===== src/rtl/sprite_rom_arbiter_if.sv =====
// sprite_rom_arbiter_if: request/grant, ROM port and response signals shared by
// the sprite renderers (master side) and the arbiter (slave side).
interface sprite_rom_arbiter_if #(
   parameter int NUM_REQ = 4,
   parameter int ADDR_W  = 12,
   parameter int DATA_W  = 2
);
   logic [NUM_REQ-1:0]        req;
   logic [NUM_REQ*ADDR_W-1:0] req_addr;
   logic [NUM_REQ-1:0]        gnt;
   logic [ADDR_W-1:0]         rom_addr;
   logic                      rom_en;
   logic [DATA_W-1:0]         rom_q;
   logic [NUM_REQ-1:0]        rsp_valid;
   logic [DATA_W-1:0]         rsp_data;
   modport master (
      output req, req_addr, rom_q,
      input  gnt, rom_addr, rom_en, rsp_valid, rsp_data
   );
   modport slave (
      input  req, req_addr, rom_q,
      output gnt, rom_addr, rom_en, rsp_valid, rsp_data
   );
endinterface


===== src/rtl/sprite_rom_arbiter.sv =====
// sprite_rom_arbiter: round-robin sharing of one single-port sprite ROM among NUM_REQ
// renderers, returning each palette index to its requester ROM_LAT+1 cycles after grant.
module sprite_rom_arbiter #(
   parameter int NUM_REQ = 4,
   parameter int ADDR_W  = 12,
   parameter int DATA_W  = 2,
   parameter int ROM_LAT = 1
) (
   input logic                 vga_clk,
   input logic                 reset_n,
   sprite_rom_arbiter_if.slave bus
);
   localparam int PW = NUM_REQ > 1 ? $clog2(NUM_REQ) : 1;
   logic [PW-1:0]     ptr;
   logic [PW-1:0]     gid;
   logic [PW-1:0]     idx;
   logic [PW:0]       sum;
   logic              hit;
   logic [ADDR_W-1:0] sel_addr;
   logic              tv  [ROM_LAT];
   logic [PW-1:0]     tid [ROM_LAT];
   // Scan farthest to nearest so the closest requester after ptr is the last to win.
   always_comb begin
      hit = 1'b0;
      gid = '0;
      sum = '0;
      idx = '0;
      for (int k = NUM_REQ; k >= 1; k--) begin
         sum = {1'b0, ptr} + (PW+1)'(k);
         idx = PW'(sum >= (PW+1)'(NUM_REQ) ? sum - (PW+1)'(NUM_REQ) : sum);
         if (bus.req[idx]) begin
            hit = 1'b1;
            gid = idx;
         end
      end
   end
   assign sel_addr = bus.req_addr[gid*ADDR_W +: ADDR_W];
   assign bus.gnt  = (reset_n && hit) ? NUM_REQ'(1) << gid : '0;
   always_ff @(posedge vga_clk) begin
      if (!reset_n) begin
         ptr           <= PW'(NUM_REQ - 1);
         bus.rom_addr  <= '0;
         bus.rom_en    <= 1'b0;
         bus.rsp_valid <= '0;
         bus.rsp_data  <= '0;
         for (int s = 0; s < ROM_LAT; s++) begin
            tv[s]  <= 1'b0;
            tid[s] <= '0;
         end
      end else begin
         bus.rom_en <= hit;
         if (hit) begin
            ptr          <= gid;
            bus.rom_addr <= sel_addr;
         end
         tv[0]  <= hit;
         tid[0] <= gid;
         for (int s = 1; s < ROM_LAT; s++) begin
            tv[s]  <= tv[s-1];
            tid[s] <= tid[s-1];
         end
         bus.rsp_valid <= tv[ROM_LAT-1] ? NUM_REQ'(1) << tid[ROM_LAT-1] : '0;
         if (tv[ROM_LAT-1]) bus.rsp_data <= DATA_W'(bus.rom_q);
      end
   end
   a_gnt_onehot: assert property (@(posedge vga_clk) $onehot0(bus.gnt));
   a_ptr_range:  assert property (@(posedge vga_clk) disable iff (!reset_n) int'(ptr) < NUM_REQ);
endmodule


===== src/flat_wrapper.sv =====
// flat-port wrapper written by rule: the top's interface ports become plain ports
module sprite_rom_arbiter_flat 
#(
   parameter int NUM_REQ = 4,
   parameter int ADDR_W  = 12,
   parameter int DATA_W  = 2,
   parameter int ROM_LAT = 1
)
  (vga_clk, reset_n, bus_req, bus_req_addr, bus_rom_q, bus_gnt, bus_rom_addr, bus_rom_en, bus_rsp_valid, bus_rsp_data);
  sprite_rom_arbiter_if #(.NUM_REQ(NUM_REQ), .ADDR_W(ADDR_W), .DATA_W(DATA_W)) bus_i ();
  input logic vga_clk;
  input logic reset_n;
  input wire logic [$bits(bus_i.req)-1:0] bus_req;
  input wire logic [$bits(bus_i.req_addr)-1:0] bus_req_addr;
  input wire logic [$bits(bus_i.rom_q)-1:0] bus_rom_q;
  output wire logic [$bits(bus_i.gnt)-1:0] bus_gnt;
  output wire logic [$bits(bus_i.rom_addr)-1:0] bus_rom_addr;
  output wire logic [$bits(bus_i.rom_en)-1:0] bus_rom_en;
  output wire logic [$bits(bus_i.rsp_valid)-1:0] bus_rsp_valid;
  output wire logic [$bits(bus_i.rsp_data)-1:0] bus_rsp_data;
  assign bus_i.req = bus_req;
  assign bus_i.req_addr = bus_req_addr;
  assign bus_i.rom_q = bus_rom_q;
  assign bus_gnt = bus_i.gnt;
  assign bus_rom_addr = bus_i.rom_addr;
  assign bus_rom_en = bus_i.rom_en;
  assign bus_rsp_valid = bus_i.rsp_valid;
  assign bus_rsp_data = bus_i.rsp_data;
  sprite_rom_arbiter #(.NUM_REQ(NUM_REQ), .ADDR_W(ADDR_W), .DATA_W(DATA_W), .ROM_LAT(ROM_LAT)) u_core (.vga_clk(vga_clk), .reset_n(reset_n), .bus(bus_i));
endmodule

===== config.mk =====
export PLATFORM = sky130hd
export DESIGN_NAME = sprite_rom_arbiter_flat
export DESIGN_NICKNAME = d
export VERILOG_FILES = /design/src/rtl/sprite_rom_arbiter_if.sv /design/src/rtl/sprite_rom_arbiter.sv /design/src/flat_wrapper.sv
export SDC_FILE = /design/constraint.sdc
export NUM_CORES = 1
export LEC_CHECK = 0
export BUFFER_PORTS_ARGS = -buffer_cell sky130_fd_sc_hd__buf_4
export CORE_ASPECT_RATIO = 0.7
export CORE_MARGIN = 3
export CORE_UTILIZATION = 45
export DETAILED_ROUTE_END_ITERATION = 16
export PLACE_DENSITY = 0.84
export SLEW_MARGIN = 10
export SYNTH_ARGS = -nofsm -noshare
export SYNTH_HDL_FRONTEND = slang
export SYNTH_SLANG_ARGS = --single-unit

===== constraint.sdc =====
create_clock -name vga_clk -period 2.35 [get_ports vga_clk]
set_input_delay 0.235 -clock vga_clk [delete_from_list [all_inputs] [get_ports vga_clk]]
set_output_delay 0.235 -clock vga_clk [all_outputs]
set_load 0.05 [all_outputs]

# Word-level counts from Yosys, hierarchy flattened
# Memory sizes are Yosys's and may differ from the RTL's.
# Cells that the tools add are included.
# W data, S select, Z words.
[word_totals]
in_bits = 56
memories = 2
elab_cells = 58
out_inout_bits = 23
register_bits = 21
ramBits = 3
[memory_table]
columns = ["memory", "depth", "width", "read_ports", "rd_ports_with_merged_regs", "write_ports", "line_no", "text"]
rows = [
  ["u_core.tid", 1, 2, 1, 0, 1, "sprite_rom_arbiter.sv:21", "logic [PW-1:0] tid [ROM_LAT];"],
  ["u_core.tv", 1, 1, 1, 0, 1, "sprite_rom_arbiter.sv:20", "logic tv [ROM_LAT];"],
]
[op_classes]
add_sub_neg = 8
mul = 1
shifts = 3
magnitude_cmp = 8
n_mux = 27
reduce_logical = 4
[ops]
columns = ["op", "n"]
rows = [
  ["$shiftx A48 B7 Y12", 1],
  ["$mux W2", 9],
  ["$mux W1", 13],
  ["$ge A3 B3 Y1 const B", 4],
  ["$lt A2 B3 Y1 const B", 4],
  ["$bmux W1 S2", 4],
  ["$shl A1 B2 Y4 const A", 2],
  ["$sub A2 B1 Y2 const B", 4],
  ["$add A2 B2 Y3 const B", 2],
  ["$mul A2 B2 Y4 const B", 1],
  ["$mux W4", 1],
  ["$add A2 B1 Y3 const B", 1],
  ["$add A2 B3 Y3 const B", 1],
  ["$reduce_and A2 Y1", 1],
  ["$reduce_or A2 Y1", 1],
  ["$logic_and A1 B1 Y1", 1],
  ["$reduce_or A1 Y1", 1],
]

# Depth between registers and ports, before layout
# Gate-level depths: netlist (run 1).
[depth]
ltp_word = 11
depth_mapped = 8
ltp_nobuf = 6

# Worst setup path after synthesis (run 1)
# No wires, ideal clock.
[synth_timing]
kind = "reg-to-output"
start = "register u_core.ptr[1]"
end = "output port bus_gnt[3]"
arrival_ps = 2180
path_stages_with_launch = 7
slack_ps = -65
required_time_ps = 2115
n_path_buf = 2
path_cell_list = "dfxtp_1 > buf_2 > nand2_1 > a31oi_1 > clkbuf_1 > nand2_1 > nor3_1"
[synth_via]
elab_chain_cells = 11
word_cells_on_any_way = 35
cone_classes = "8 x add/sub; 4 x order compare; 1 x shift; 21 x mux; 1 x reduce/logical"
[synth_rtl]
columns = ["item", "line_no", "text"]
rows = [
  ["from (decl)", "sprite_rom_arbiter.sv:14", "logic [PW-1:0] ptr;"],
  ["from (signal assigned)", "sprite_rom_arbiter.sv:41", "ptr <= PW'(NUM_REQ - 1);"],
  ["from (signal assigned)", "sprite_rom_arbiter.sv:53", "ptr <= gid;"],
  ["$add A2 B3 Y3", "sprite_rom_arbiter.sv:29", "sum = {1'b0, ptr} + (PW+1)'(k);"],
  ["$ge A3 B3 Y1 / $sub A2 B1 Y2 (equally long branches)", "sprite_rom_arbiter.sv:30", "idx = PW'(sum >= (PW+1)'(NUM_REQ) ? sum - (PW+1)'(NUM_REQ) : sum);"],
  ["$mux W2", "sprite_rom_arbiter.sv:30", ""],
  ["$bmux W1 S2", "sprite_rom_arbiter.sv:31", "if (bus.req[idx]) begin"],
  ["$mux W1 (not written as such)", "sprite_rom_arbiter.sv:31", ""],
  ["$mux W2 / $mux W1 (equally long branches) (4 in series)", "sprite_rom_arbiter.sv:31", ""],
  ["$shl A1 B2 Y4 / $logic_and A1 B1 Y1 (equally long branches)", "sprite_rom_arbiter.sv:38", "assign bus.gnt = (reset_n && hit) ? NUM_REQ'(1) << gid : '0;"],
  ["$mux W4 (*)", "sprite_rom_arbiter.sv:38", ""],
  ["to (decl)", "flat_wrapper.sv:16", "output wire logic [$bits(bus_i.gnt)-1:0] bus_gnt;"],
]
# Mark *: on every way between the ends. The rest lies on a longest branch, timed or not. The select of a mux whose other input is x is not followed.

# Worst setup path after layout (run 1)
# Same ends and word-level chain as after synthesis.

==> results of run 1 <==
## power breakdown
part	internal, mW	leakage [nW]	switching (mW)
Sequential	0.451	0.199	0.0298
Combinational	0.213	0.736	0.308
Clock	0.228	0.0357	0.133
## layer usage
layer  track usage  routed length [um]
met5             0                   0
met4        0.0563                  44
met3        0.0688                 269
met2         0.382                1890
met1         0.247                1640
## kinds of logic after synthesis
family | Yosys count | share of synthesized area
simple gates | 48 | 0.205
mux | 28 | 0.214
flops | 24 | 0.365
compound gates | 22 | 0.145
buf+inv | 16 | 0.0712
## final timing paths
| check | endpoint | cells past startpoint | start |
|---|---|---|---|
| setup / recovery | bus_gnt[3] | 6 | u_core.ptr[1] |
| hold / removal | u_core.bus.rsp_data[1] | 3 | bus_rom_q[1] |
| setup reg to reg | u_core.bus.rom_addr[7] | 6 | u_core.ptr[1] |
| hold reg to reg | u_core.bus.rsp_valid[1] | 1 | u_core.tid[0][1] |
## state kept, by name, summed over array words and instances (netlist names)
name / cells
u_core.ptr: 2
u_core.tv: 1
u_core.bus.rom_en: 1
u_core.bus.rsp_data: 2
u_core.bus.rom_addr: 12
u_core.bus.rsp_valid: 4
u_core.tid: 2
## critical path, stage by stage, from the launching register on
cell     delay [ns]
dfxtp_1        0.47
mux2i_1        0.24
o22ai_1        0.13
a21oi_4        0.20
buf_4          0.26
nor3_2         0.07
buf_4          0.19
## Yosys cell counts, types with 2 or more instances
cell | n | share of area
buf_2 | 2 | 0.0076
nor2b_1 | 3 | 0.014
nor3_1 | 4 | 0.015
nor2_1 | 5 | 0.014
buf_6 | 2 | 0.017
nand2b_1 | 2 | 0.0095
nand3b_1 | 10 | 0.057
dfxtp_1 | 24 | 0.36
a211oi_2 | 5 | 0.047
clkbuf_1 | 4 | 0.011
o221ai_1 | 7 | 0.047
nand2_1 | 10 | 0.028
inv_1 | 7 | 0.020
and3_1 | 2 | 0.0095
mux2i_1 | 27 | 0.21
o21ai_0 | 5 | 0.019
nand3_1 | 9 | 0.034
## metrics by stage
step	util	hold WS [ns]	std cells	power, mW	setup WS [ns]
detailed placement	0.733	0.432	246	1.01	0.502
floorplan	-	0.404	138	0.843	0.355
global placement	0.733	0.430	246	0.997	0.652
global route	0.760	0.257	250	1.42	0.209
CTS	0.760	0.243	250	1.37	0.291
finish	0.760	0.241	250	1.36	0.290
## final cells by class
class,instances,area share
timing repair buffer,83,0.312
clock buffer,3,0.0207
inverter,7,0.0132
clock inverter,1,0.0150
multi-input combinational,98,0.377
sequential,24,0.241
tap,34,0.0213
==> impl_results.md, run 1 <==
- Status: complete, no violations
- Leading cell type in the layout, fill and taps excluded: buf_4
- Synth Instances: 138
- Layout cell share with drive strength beyond 1: 0.454
- Skew final: 0.00131 ns
- Worst Setup End Kind: primary output
- Multi-input logic area: 753 um^2
- EDFF count, synth: 0
- Root buffer cell: clkbuf_8
- WP data required: 2.12 ns
- CTS tree: built
- Initial DRC Count: 63
- Post-Syn Area per Cell: 9.55 um^2
- Antenna viol nets, final: 0
- Post-DP HPWL: 3080 um
- Hold Buf Count CTS: 0
- Fin crit period: 2.06 ns
- # diodes: 0
- Max H-tree Level: 1
- Detailed-router iteration count before antenna repair: 4
- Critical setup path kind: flop to primary output
- # port buffers: 78
- Worst skew pair latency: 0.27 ns
- Worst-path maximum fanout: 12
- Wirelength, routed: 3850 um
- Num rows: 15
- Worst Max-Slew Pin Slew: 0.371 ns
- GPL Wtd Cong: 0.813
- Ports: 79
- Fin area: 0.00200 mm^2
- Setup-failing EPs final: 0
- P_leak: 0.971 nW
- Initial antenna violation count: 0
- GR Overflow Total: 0
- Max Slew Vio Count: 0
- Die area: 0.00362 mm^2
- Yosys reg bits: 24
- Mapped Nets: 194
- Core ar.: 0.00263 mm^2
- Synth Flop Type: dfxtp_1
- Number of buffers created by CTS: 3
- Power density over cell area: 683 mW/mm^2
- Worst min path class: input pin to flop
- Area grow syn2layout: 51.6%
- Fin nets: 273
- Mean routed wirelength per cell: 15.4 um
- Fill cells: 196
- Fin. Hold Viols: 0
- Mapped Area: 0.00132 mm^2
- CP arrival: 1.83 ns
- Via count: 1341
- FF-to-FF setup slack: 0.46 ns
- Max cap viols: 0
- First-pass GRT wire length: 6070 um
- CP startpoint kind: flop
- Largest net degree at the start of global routing: 20
- Gr usage total: 0.213
- Die H: 51.3 um
- Die width: 70.7 um
- Storage cell area: 480 um^2
- RSZ-0062 raised after global routing: no
- Leading cell types in the layout, fill and taps excluded: 83 x buf_4, 27 x mux2i_1, 24 x dfxtp_1, 10 x nand2_1, 10 x nand3b_1
- Starting Density: 0.501
- Vias per Instance: 5.36
- Clk sinks: 24
- Yosys warns: 0
- Max-slew headroom: 0.753
- Total Neg Setup Slack: 0 ns
- Worst IR Drop VDD: 467 uV
- Residual DRC: 0
- Register area share after synthesis: 0.365
- Max frequency: 485 MHz
- Post-cts gate resize count: 0
- Placed cell areas: 0.00193 mm^2
- Final worst-path cycle share: 0.877
- Post-CTS Setup Bufs: 0
- Distinct cell type count after synthesis: 27
- Reg clk slew, reported paths: 0.08 ns
- Vias in the first global route: 1351
- Asr flop ratio synth: 0
- Clk buf depth: 2
No activity file was read; power rests on OpenSTA's default activity.
==> run 2, diff against run 1 <==
--- a/config.mk
+++ b/config.mk
@@ -8,9 +8,9 @@
 export BUFFER_PORTS_ARGS = -buffer_cell sky130_fd_sc_hd__buf_4
 export CORE_ASPECT_RATIO = 0.7
 export CORE_MARGIN = 3
-export CORE_UTILIZATION = 45
+export CORE_UTILIZATION = 43
 export DETAILED_ROUTE_END_ITERATION = 16
-export PLACE_DENSITY = 0.84
+export PLACE_DENSITY = 0.81
 export SLEW_MARGIN = 10
 export SYNTH_ARGS = -nofsm -noshare
 export SYNTH_HDL_FRONTEND = slang
==> constraint.sdc (replaced) <==
create_clock -name vga_clk -period 2.2 [get_ports vga_clk]
set_input_delay 0.22 -clock vga_clk [delete_from_list [all_inputs] [get_ports vga_clk]]
set_output_delay 0.22 -clock vga_clk [all_outputs]
set_load 0.05 [all_outputs]
==> impl_results.md, run 2 (synthesis gave the netlist of run 1 again) <==
- Status: complete, no violations
- CP arrival: 1.78 ns
- Reg clk slew, reported paths: 0.08 ns
- Vias per Instance: 5.35
- Gr usage total: 0.200
- Hold Buf Count CTS: 0
- Max Slew Vio Count: 0
- Worst skew pair latency: 0.27 ns
- Max-slew headroom: 0.782
- Final worst-path cycle share: 0.908
- Layout cell share with drive strength beyond 1: 0.454
- Worst IR Drop VDD: 458 uV
- Max reg flops: 12
- Top reg by flops: u_core.bus.rom_addr
- Wirelength, routed: 3750 um
- Placed cell areas: 0.00193 mm^2
- M2 GR Usage: 0.363
- Mean routed wirelength per cell: 14.9 um
- # port buffers: 78
- Largest registers: u_core.bus.rom_addr x12, u_core.bus.rsp_valid x4
- Max H-tree Level: 1
- P_leak: 0.964 nW
- Core ar.: 0.00286 mm^2
- Leading cell type in the layout, fill and taps excluded: buf_4
- Fill cells: 230
- CP startpoint kind: flop
- M3 GR Usage: 0.0575
- GPL Wtd Cong: 0.776
- Initial antenna violation count: 0
- Residual DRC: 0
- Max cap viols: 0
- Worst Max-Slew Pin Slew: 0.327 ns
- Root buffer cell: clkbuf_8
- Largest net degree at the start of global routing: 20
- Die H: 52.3 um
- Post-CTS Setup Bufs: 0
- Num rows: 16
- Worst Setup End Kind: primary output
- Ports: 79
- Area grow syn2layout: 50.5%
- Starting Density: 0.460
- # diodes: 0
- Detailed-router iteration count before antenna repair: 4
- Total Neg Setup Slack: 0 ns
- Critical setup path kind: flop to primary output
- Initial DRC Count: 29
- Via count: 1349
- Post-cts gate resize count: 0
- Number of buffers created by CTS: 3
- Fin. Hold Viols: 0
- Leading cell types in the layout, fill and taps excluded: 83 x buf_4, 27 x mux2i_1, 24 x dfxtp_1, 10 x nand2_1, 10 x nand3b_1
- RSZ-0062 raised after global routing: no
- Antenna viol nets, final: 0
- CTS tree: built
- Clk buf depth: 2
- Power density over cell area: 689 mW/mm^2
- Clk sinks: 24
- First-pass GRT wire length: 5890 um
- Fin area: 0.00198 mm^2
- Setup-failing EPs final: 0
- Die width: 72.2 um
- Post-DP HPWL: 3080 um
- Grt peak-use layer: met2
- GR Overflow Total: 0
- Met1 usage in global routing: 0.223
- Vias in the first global route: 1365
- WP data required: 1.98 ns
- Worst min path class: input pin to flop
- Fin nets: 273
- Die area: 0.00377 mm^2
- Skew final: 0.00255 ns
- Max frequency: 501 MHz
- Final core utilization: 0.693
- Fin crit period: 2.00 ns
- Worst-path maximum fanout: 11
-- run 2: changes by cell type in the layout (fill, tap and decap cells not counted) --
cell,previous run,this run
clkbuf_8,3,4
bufinv_16,1,0
-- run 2: per-stage QoR --
stage	setup WS (ns)	hold slack (ns)	std cells	power [mW]
after floorplan	0.220	0.389	138	0.900
after global placement	0.529	0.428	248	1.06
after detailed placement	0.456	0.441	248	1.08
after CTS	0.246	0.210	252	1.38
after global routing	0.146	0.241	252	1.43
final	0.203	0.209	252	1.37
-- run 2: cell type report --
type / instances / area (um^2) / share of cell area
clock buffers: 4 / 55.1 / 0.0278
flip-flops and latches: 24 / 480 / 0.242
well taps: 36 / 45.0 / 0.0227
repair buffers: 83 / 623 / 0.314
multi-input cells: 98 / 753 / 0.380
inverters: 7 / 26.3 / 0.0132
-- run 2: layer usage --
layer | vias to the layer above | wire length, um | part of all wire
li1 | 657 | - | -
met1 | 627 | 1490 | 0.40
met2 | 57 | 1930 | 0.51
met3 | 8 | 256 | 0.068
met4 | 0 | 80 | 0.021
met5 | - | 0 | 0
-- run 2: power by group --
part	internal (mW)	total (mW)	switching [mW]
Combinational	0.228	0.558	0.330
Clock	0.160	0.298	0.138
Sequential	0.482	0.512	0.0300
-- run 2: critical path, stage by stage, from the launching register on --
cell and delay (ns):
dfxtp_1 0.47, nand2_1 0.09, a31oi_1 0.21, buf_4 0.21, nand2_1 0.13, and3_1 0.22, buf_4 0.19
-- run 2: path summary, 6_finish.rpt --
kind / startpoint / to / slack [ns] / cells after the start
worst max register to register: u_core.ptr[1] / u_core.bus.rom_addr[2] / 0.40 / 6
worst max-delay path: u_core.ptr[1] / bus_gnt[0] / 0.20 / 6
worst min-delay path: bus_rom_q[0] / u_core.bus.rsp_data[0] / 0.21 / 3
worst min register to register: u_core.tid[0][1] / u_core.bus.rsp_valid[1] / 0.45 / 1
==> run 3, diff against run 2 <==
--- a/config.mk
+++ b/config.mk
@@ -11,6 +11,7 @@
 export CORE_UTILIZATION = 43
 export DETAILED_ROUTE_END_ITERATION = 16
 export PLACE_DENSITY = 0.81
+export RECOVER_POWER = 50
 export SLEW_MARGIN = 10
 export SYNTH_ARGS = -nofsm -noshare
 export SYNTH_HDL_FRONTEND = slang
==> impl_results.md, run 3 (synthesis gave the netlist of run 1 again) <==
- Status: complete, no violations
- Root buffer cell: clkbuf_8
- Core ar.: 0.00286 mm^2
- Area grow syn2layout: 46.0%
- CP startpoint kind: flop
- Die width: 72.2 um
- Final worst-path cycle share: 0.900
- Max H-tree Level: 1
- Wirelength, routed: 3770 um
- Mean routed wirelength per cell: 15.0 um
- Leading cell type in the layout, fill and taps excluded: buf_4
- Detailed-router iteration count before antenna repair: 4
- Fin. Hold Viols: 0
- Die area: 0.00377 mm^2
- Antenna viol nets, final: 0
- Num rows: 16
- Leading cell types in the layout, fill and taps excluded: 67 x buf_4, 27 x mux2i_1, 24 x dfxtp_1, 16 x clkbuf_1
- RSZ-0062 raised after global routing: no
- Worst skew pair latency: 0.27 ns
- Top reg by flops: u_core.bus.rom_addr
- P_leak: 0.900 nW
- Fin crit period: 1.98 ns
- First-pass GRT wire length: 5890 um
- CP arrival: 1.76 ns
- Gr usage total: 0.200
- Die H: 52.3 um
- Max frequency: 505 MHz
- Worst-path maximum fanout: 11
- CTS tree: built
- Initial DRC Count: 28
- Worst min path class: input pin to flop
- # port buffers: 78
- Vias per Instance: 5.39
- Max-slew headroom: 0.593
- Setup crit start: u_core.ptr[1]
- Max reg flops: 12
- Power density over cell area: 697 mW/mm^2
- Max cap viols: 0
- Worst Max-Slew Pin Slew: 0.612 ns
- WP data required: 1.98 ns
- Starting Density: 0.460
- Critical R2R Launch: u_core.ptr[1]
- Largest registers: u_core.bus.rom_addr x12, u_core.bus.rsp_valid x4
- Power Total: 1.34 mW
- GPL Wtd Cong: 0.776
- Largest net degree at the start of global routing: 20
- Residual DRC: 0
- Skew final: 0.00277 ns
- # diodes: 0
- Via count: 1359
- Vias in the first global route: 1365
- Setup-failing EPs final: 0
- Reg clk slew, reported paths: 0.08 ns
- Initial antenna violation count: 0
- Critical setup path kind: flop to primary output
- Layout cell share with drive strength beyond 1: 0.380
- Max Slew Vio Count: 0
- Hold Path Origin: bus_rom_q[0]
- Post-DP HPWL: 3080 um
- Post-CTS Setup Bufs: 0
- Worst Setup End Kind: primary output
- Clk sinks: 24
- Worst IR Drop VDD: 450 uV
- Hold Buf Count CTS: 0
- Ports: 79
- GR Overflow Total: 0
- Post-cts gate resize count: 0
- Clk buf depth: 2
- Number of buffers created by CTS: 3
- Fin nets: 273
- Total Neg Setup Slack: 0 ns
==> run 3: cell count changes in the layout (fill, tap and decap cells not counted), sizes merged <==
cell	delta
clkbuf	+16
buf	-16
==> run 3: critical path, cell delays in order (launching register included) <==
cell	delay, ns
dfxtp_1	0.46
nand2_1	0.08
a31oi_1	0.20
buf_4	0.21
nand2_1	0.13
and3_1	0.22
buf_4	0.19
==> run 3: metrics by stage <==
| stage | area [um^2] | cells | setup WS (ns) | hold slack, ns | utilization |
|---|---|---|---|---|---|
| 4_1_cts | 1980 | 252 | 0.246 | 0.210 | 0.693 |
| 3_3_place_gp | 1930 | 248 | 0.529 | 0.428 | 0.674 |
| 5_1_grt | 1920 | 252 | 0.146 | 0.241 | 0.672 |
| 2_1_floorplan | 1330 | 138 | 0.220 | 0.389 | - |
| 6_report | 1920 | 252 | 0.220 | 0.210 | 0.672 |
| 3_5_place_dp | 1930 | 248 | 0.456 | 0.441 | 0.674 |
==> run 3: cell type report <==
class | instances | area [um^2]
Tap cell | 36 | 45.0
Inverter | 7 | 26.3
Timing Repair Buffer | 83 | 563
Multi-Input combinational cell | 98 | 753
Fill cell | 247 | 940
Sequential cell | 24 | 480
Clock buffer | 4 | 55.1
==> run 3: routing by layer <==
layer / vias up / track usage / wire [um]
met5: - / 0 / 0
met4: 0 / 0.0719 / 80
met1: 636 / 0.223 / 1500
li1: 657 / - / -
met2: 58 / 0.363 / 1930
met3: 8 / 0.0575 / 263
==> run 3: report_power, final <==
| group | total (mW) | switching (mW) | internal (mW) |
|---|---|---|---|
| combinational | 0.532 | 0.330 | 0.202 |
| sequential | 0.512 | 0.0297 | 0.482 |
| clock | 0.297 | 0.137 | 0.160 |
==> run 3: final timing paths <==
kind	to	slack, ns	cells after the start
worst max-delay path	bus_gnt[0]	0.22	6
worst min register to register	u_core.bus.rsp_valid[1]	0.45	1
worst max register to register	u_core.bus.rom_addr[2]	0.40	6
worst min-delay path	u_core.bus.rsp_data[0]	0.21	3
